[config.mk]
export PLATFORM = sky130hd
export DESIGN_NAME = serial_subtractor
export DESIGN_NICKNAME = d
export VERILOG_FILES = /design/src/rtl/serial_sub_pkg.sv /design/src/rtl/serial_subtractor_fs_cell.sv /design/src/rtl/serial_subtractor.sv
export SDC_FILE = /design/constraint.sdc
export NUM_CORES = 1
export LEC_CHECK = 0
export CORE_UTILIZATION = 52
export CTS_CLUSTER_DIAMETER = 50
export DETAILED_ROUTE_END_ITERATION = 10
export PLACE_DENSITY = 0.91
export SLEW_MARGIN = 20
export SYNTH_ARGS = -nofsm -noshare
export SYNTH_HDL_FRONTEND = slang
export SYNTH_SLANG_ARGS = --single-unit
[constraint.sdc]
create_clock -name clk -period 1.6 [get_ports clk]
set_input_delay 0.32 -clock clk [delete_from_list [all_inputs] [get_ports clk]]
set_output_delay 0.32 -clock clk [all_outputs]
set_load 0.05 [all_outputs]
[src/rtl/serial_sub_pkg.sv]
// Shared types and helpers for the bit-serial subtractor.
// Holds the FSM state encoding and the reference borrow function.
package serial_sub_pkg;

  typedef enum logic [1:0] {
    IDLE = 2'd0,
    RUN  = 2'd1,
    DONE = 2'd2
  } sub_state_e;

  function automatic logic sub_borrow(
    input logic x,
    input logic y,
    input logic bi
  );
    return (~x & y) | (y & bi) | (~x & bi);
  endfunction

endpackage

[src/rtl/serial_subtractor_fs_cell.sv]
// Combinational 1-bit full subtractor: d = x - y - bi.
// Reused once per clock by the serial datapath.
module fs_cell
  import serial_sub_pkg::*;
(
  input  logic x,
  input  logic y,
  input  logic bi,
  output logic d,
  output logic bo
);

  assign d  = x ^ y ^ bi;
  assign bo = sub_borrow(x, y, bi);

endmodule

[src/rtl/serial_subtractor.sv]
// Bit-serial subtractor, LSB first, one bit per clock, start/ready/done.
// Optional self-check of each result: define SERIAL_SUB_CHECK_EN.
module serial_subtractor
  import serial_sub_pkg::*;
#(
  parameter int WIDTH = 8,
  parameter int CNT_W = $clog2(WIDTH + 1)
) (
  input  logic             clk,
  input  logic             rst,
  input  logic             start,
  input  logic [WIDTH-1:0] a,
  input  logic [WIDTH-1:0] b,
  input  logic             bin,
  output logic             ready,
  output logic             busy,
  output logic             done,
  output logic [WIDTH-1:0] diff,
  output logic             bout
);

  sub_state_e       state;
  sub_state_e       nxt;
  logic [WIDTH-1:0] a_sh;
  logic [WIDTH-1:0] b_sh;
  logic [WIDTH-1:0] d_sh;
  logic             brr;
  logic [CNT_W-1:0] cnt;
  logic             cell_d;
  logic             cell_bo;
  logic             last;

  assign last  = (cnt == CNT_W'(WIDTH - 1));
  assign ready = (state == IDLE);
  assign busy  = (state == RUN);
  assign done  = (state == DONE);

  fs_cell u_cell (
    .x  (a_sh[0]),
    .y  (b_sh[0]),
    .bi (brr),
    .d  (cell_d),
    .bo (cell_bo)
  );

  // State register
  always_ff @(posedge clk) begin
    if (rst) state <= IDLE;
    else     state <= nxt;
  end

  // Next-state: accept, run WIDTH bits, pulse done
  always_comb begin
    nxt = state;
    unique case (state)
      IDLE:    if (start) nxt = RUN;
      RUN:     if (last)  nxt = DONE;
      DONE:    nxt = IDLE;
      default: nxt = IDLE;
    endcase
  end

  // Datapath: capture operands, shift one bit per cycle, latch result
  always_ff @(posedge clk) begin
    if (rst) begin
      a_sh <= '0;
      b_sh <= '0;
      d_sh <= '0;
      brr  <= 1'b0;
      cnt  <= '0;
      diff <= '0;
      bout <= 1'b0;
    end else begin
      unique case (state)
        IDLE: begin
          if (start) begin
            a_sh <= a;
            b_sh <= b;
            brr  <= bin;
            cnt  <= '0;
          end
        end
        RUN: begin
          brr  <= cell_bo;
          d_sh <= {cell_d, d_sh[WIDTH-1:1]};
          a_sh <= a_sh >> 1;
          b_sh <= b_sh >> 1;
          cnt  <= cnt + CNT_W'(1);
          if (last) begin
            diff <= {cell_d, d_sh[WIDTH-1:1]};
            bout <= cell_bo;
          end
        end
        default: ;
      endcase
    end
  end

`ifdef SERIAL_SUB_CHECK_EN
  logic [WIDTH-1:0] sh_a;
  logic [WIDTH-1:0] sh_b;
  logic             sh_bin;
  logic [WIDTH:0]   ref_res;

  assign ref_res = {1'b0, sh_a} - {1'b0, sh_b} - (WIDTH+1)'(sh_bin);

  // Shadow operands taken on the accepted start
  always_ff @(posedge clk) begin
    if (rst) begin
      sh_a   <= '0;
      sh_b   <= '0;
      sh_bin <= 1'b0;
    end else if (state == IDLE && start) begin
      sh_a   <= a;
      sh_b   <= b;
      sh_bin <= bin;
    end
  end

  // Compare the serial result with a parallel subtraction
  always_ff @(posedge clk) begin
    if (!rst && state == DONE) begin
      assert ({bout, diff} == ref_res)
      else $error("serial_subtractor: a=%h b=%h bin=%b got %b_%h",
                  sh_a, sh_b, sh_bin, bout, diff);
    end
  end
`endif

endmodule
== After elaboration in Yosys (flattened, before gate mapping) ==
Cells that the tools add are included.
Widths: inputs -> output; s select.
Cells by class
  bitwise logic cells: 8
  multiplexer cells: 11
  equal/unequal tests: 5
  reduce and logical (&&, ||, !) cells: 5
  add/subtract/negate cells: 1
Operator list (number)
  $pmux 8 s2: 2
  $mux 8: 2
  $pmux 4 s2: 1
  $reduce_and 2->1: 3
  $add 4x1->4 const B: 1
  $eq 4x3->1 const B: 1
  $mux 2: 2
  $mux 4: 1
  $pmux 2 s2: 1
  $and 1x1->1: 3
  $eq 2x1->1 const B: 1
  $eq 2x2->1 const B: 1
  $logic_not 2->1: 1
  $ne 2x1->1 const B: 1
  $ne 2x2->1 const B: 1
  $or 1x1->1: 2
  $pmux 1 s2: 1
  $reduce_bool 2->1: 1
  $xor 1x1->1: 2
  $mux 1: 1
  $not 1->1: 1
Storage, ports and cells
  bits in registers: 40
  output and inout port bits: 12

== Logic depth before layout (Yosys ltp) ==
  depth after elaboration: 5
  depth in mapped cells: 6

== Hierarchy ==
Synthesis repeated with hierarchy kept, for this count alone.
Unflattened totals
  cells, all modules: 192
  area, all modules: 1742.9 um^2
By module, submodules not included
  serial_subtractor: seq. area each 780.7 um^2, instances 1, area an instance 1715.4 um^2, cells each 189
  fs_cell: seq. area each 0.0 um^2, instances 1, area an instance 27.5 um^2, cells each 3

== Worst setup path after synthesis ==
No wires, ideal clock.
  path type: register -> output
  start: reg state[1]
  end: out done
  path slack: -0.142 ns
  required time: 1.280 ns
  stages on the path, launching flop included: 4
  data arrival time: 1.422 ns
  cell sequence: dfxtp_1 -> buf_2 -> buf_2 -> nor2b_1
On the way
  word-level cells in the longest chain between the ends: 1
RTL lines
  from (decl): line serial_subtractor.sv:22  | sub_state_e state;
  from (signal assigned): line serial_subtractor.sv:49  | else state <= nxt;
  $eq 2x2->1: line serial_subtractor.sv:36  | assign done = (state == DONE);
  to (decl): line serial_subtractor.sv:17  | output logic done,
Every way passes these cells.

== Worst setup path after layout ==
  start: reg state[0]
  end: out ready
On the way
  word-level cells in the longest chain between the ends: 1
RTL lines
  $logic_not 2->1: line serial_subtractor.sv:34  | assign ready = (state == IDLE);
  to (decl): line serial_subtractor.sv:15  | output logic ready,
Every way passes these cells.

==> metrics.csv <==
stage,metric,value,unit
power,p_leak,0.9167,nW
route,wl_per_cell,13.09,microns
timing,drv_slew,0,
power,ir_drop,0.8225,mV
grt,grt_max_degree,33,
die,die_area,3809,sq um
logic_synthesis,synth_cell_type_count,32,
timing,relSlewSlack,75.76,%
route,postRouteAntennaNets,0,
clocking,clock-sinks,39,
timing,fin_ws,75.11,ps
die,die_h,61.72,microns
power,internal-power,1.499,mW
clocking,cts_root_buf,clkbuf_4,
grt,antenna_found_initial,0,
power,p_comb_share,15.7,%
placed_design,portBuffers,31,
route,via_per_inst,5.567,
clocking,cts_buffers,5,
die,die_w,61.72,microns
power,finalPower,1.989,mW
route,drt_pass1_iterations,4,
logic_synthesis,syn_inst,215,
finish,fin_nets,269,
die,initial_core_util,55.13,%
grt,groute.usage.overall,21.40,%
logic_synthesis,syn_avg_cell_area,8.625,sq um
route,first_iter_violations,114,
timing,rsz0062_at_grt,false,
timing,fin_worst_skew,9.740,ps
timing,period_needed,1525,ps
setup_path,crit_type,reg -> out,
clocking,cts-hold-fix-buffers,0,
placed_design,placed_cell_area,2215,sq um
run,cap_violations,0,
power,power_density,860.6,nW/um^2
setup_path,worst_setup_path_start_kind,flip-flop,
setup_path,rrSetupSlack,170,ps
timing,final_hold_viol_count,0,
grt,grt_pass1_vias,1428,
run_status,status,completed,
power,pwr-share-seq,53.0,%
worst_hold_path,hold_class,reg -> reg,
logic_synthesis,synth_area_leaders,"dfxtp_1, a21oi_1, o221a_2",
die,core,3363,sq um
clocking,clk_latency,340,ps
clocking,cts_tree,built,
timing,fin_crit_sh,95.31,%
power,p_switching,0.4897,mW
power,p_sw_share,24.62,%
logic_synthesis,ys_ff_latch,39,
timing,setup_viol,0,
logic_synthesis,syn_area,1854,sq um
placed_design,dp_hpwl,2563,microns
finish,syn_to_final_growth,24.63,%
setup_path,cp-end-kind,primary output,
logic_synthesis,synthArstFlopShare,0,%
finish,final_area,2311,sq um
power,clock_power_share,31.4,%
placed_design,place.gp.congestion,0.7630,
setup_path,crit_required,1280,ps
finish,final_cells,293,
route,vias,1631,
grt,overflow,0,
logic_synthesis,synth_nets,237,
setup_path,crit_arrival,1200,ps
die,ios,32,
finish,drive_gt1_share,24.70,%
clocking,clk_pin_slew,110,ps
placed_design,post-place-ws,-44.90,ps
logic_synthesis,seq_area_frac_synth,42.11,%
clocking,cts_buffer_depth,2,
grt,grt_pass1_wl,6023,microns
logic_synthesis,synth_top_area_share,42.11,%
logic_synthesis,synth_edf_count,0,
finish,diodes,0,
die,rows,21,
logic_synthesis,yosys_warnings,0,
setup_path,cp_max_fo,22,
timing,tightest_slew,362.9,ps
clocking,htreeDepth,2,
route,drc,0,
logic_synthesis,synth_flop_cell,dfxtp_1,
placed_design,place_inst,285,
route,wl,3835,microns
logic_synthesis,synth_top_area_cell,dfxtp_1,
timing,fmax,655.8,MHz
-- flip-flops by register name, summed over array words and instances, names as in the netlist --
name	cells
a_sh	8
b_sh	8
bout	1
brr	1
cnt	4
d_sh	7
diff	8
state	2
-- layer usage --
layer	global-route usage (%)	part of all wire [%]
met1	26.19	46
met2	34.72	47
met3	5.797	5.1
met4	10.79	1.5
met5	0	0
-- Yosys cell counts, types with 2 or more instances --
master     n
nor2b_1    6
inv_1     15
a21oi_1   40
o22ai_1    2
buf_2      8
buf_6      3
clkbuf_1   7
nor2_1    18
dfxtp_1   39
a21bo_2    8
a211oi_2   2
o221a_2   15
buf_4      2
o22a_1     8
nand2_1   16
nand3_1   10
-- path summary, 6_finish.rpt --
kind,from,endpoint,cells after the start
setup reg to reg,state[1],diff[3],6
hold / removal,d_sh[1],diff[0],2
setup / recovery,state[0],ready,3
hold reg to reg,d_sh[1],diff[0],2
-- layout by cell type (no fill, tap or decap), types with 3 or more instances in the layout --
| cell type | synthesis | routed |
|---|---|---|
| o22a_1 | 8 | 8 |
| dfxtp_1 | 39 | 39 |
| inv_1 | 15 | 15 |
| nand3_1 | 10 | 10 |
| nor2_1 | 18 | 18 |
| a21bo_2 | 8 | 8 |
| o221a_2 | 15 | 15 |
| buf_4 | 2 | 21 |
| a21oi_1 | 40 | 40 |
| clkdlybuf4s50_1 | 0 | 19 |
| buf_12 | 0 | 3 |
| nand2_1 | 16 | 16 |
| nor2b_1 | 6 | 5 |
| clkbuf_4 | 0 | 5 |
-- area by class of cell --
type	count	area, sq um
Sequential cell	39	780.7
Timing Repair Buffer	45	430.4
Clock buffer	6	41.29
Multi-Input combinational cell	140	905.9
Fill cell	287	1052
Clock inverter	1	30.03
Inverter	16	65.06
Tap cell	46	57.56
-- per-stage QoR --
step           TNS (ps)  util, %  hold WS, ps
2_1_floorplan         0        -        436.6
3_3_place_gp          0    65.85        447.4
3_5_place_dp     -282.4    65.85        456.5
4_1_cts               0    68.34        472.9
5_1_grt               0    68.71        499.8
6_report              0    68.71        466.1
-- repair_timing --
item	4_1_cts	5_1_grt
resized for setup	2	3
setup endpoints to repair	1	2
setup buffers	1	0
-- worst max-delay path: stages, from the launching register on --
cell     delay, ps
dfxtp_1        380
buf_6          220
nor2_1          70
buf_4          190
-- power groups by stage --
stage / Clock (mW) / Sequential, mW / Combinational [mW]
5_1_grt: 0.668 / 1.06 / 0.342
3_3_place_gp: 0 / 1.07 / 0.296
3_5_place_dp: 0 / 1.07 / 0.303
4_1_cts: 0.638 / 1.05 / 0.310
2_1_floorplan: 0 / 1.07 / 0.203
6_report: 0.624 / 1.05 / 0.312
-- logic make-up (layout without fill, tap and decap cells) --
| family | after synthesis | count (layout) | share of synthesized area [%] |
|---|---|---|---|
| buffers and inverters | 36 | 68 | 9.446 |
| adders and majority gates | 2 | 2 | 1.754 |
| AOI/OAI and AO/OA | 80 | 80 | 31.85 |
| DFF | 39 | 39 | 42.11 |
| and+or+nand+nor | 57 | 57 | 14.31 |
| muxes | 1 | 1 | 0.5398 |
(Power assumes the default switching activity.)
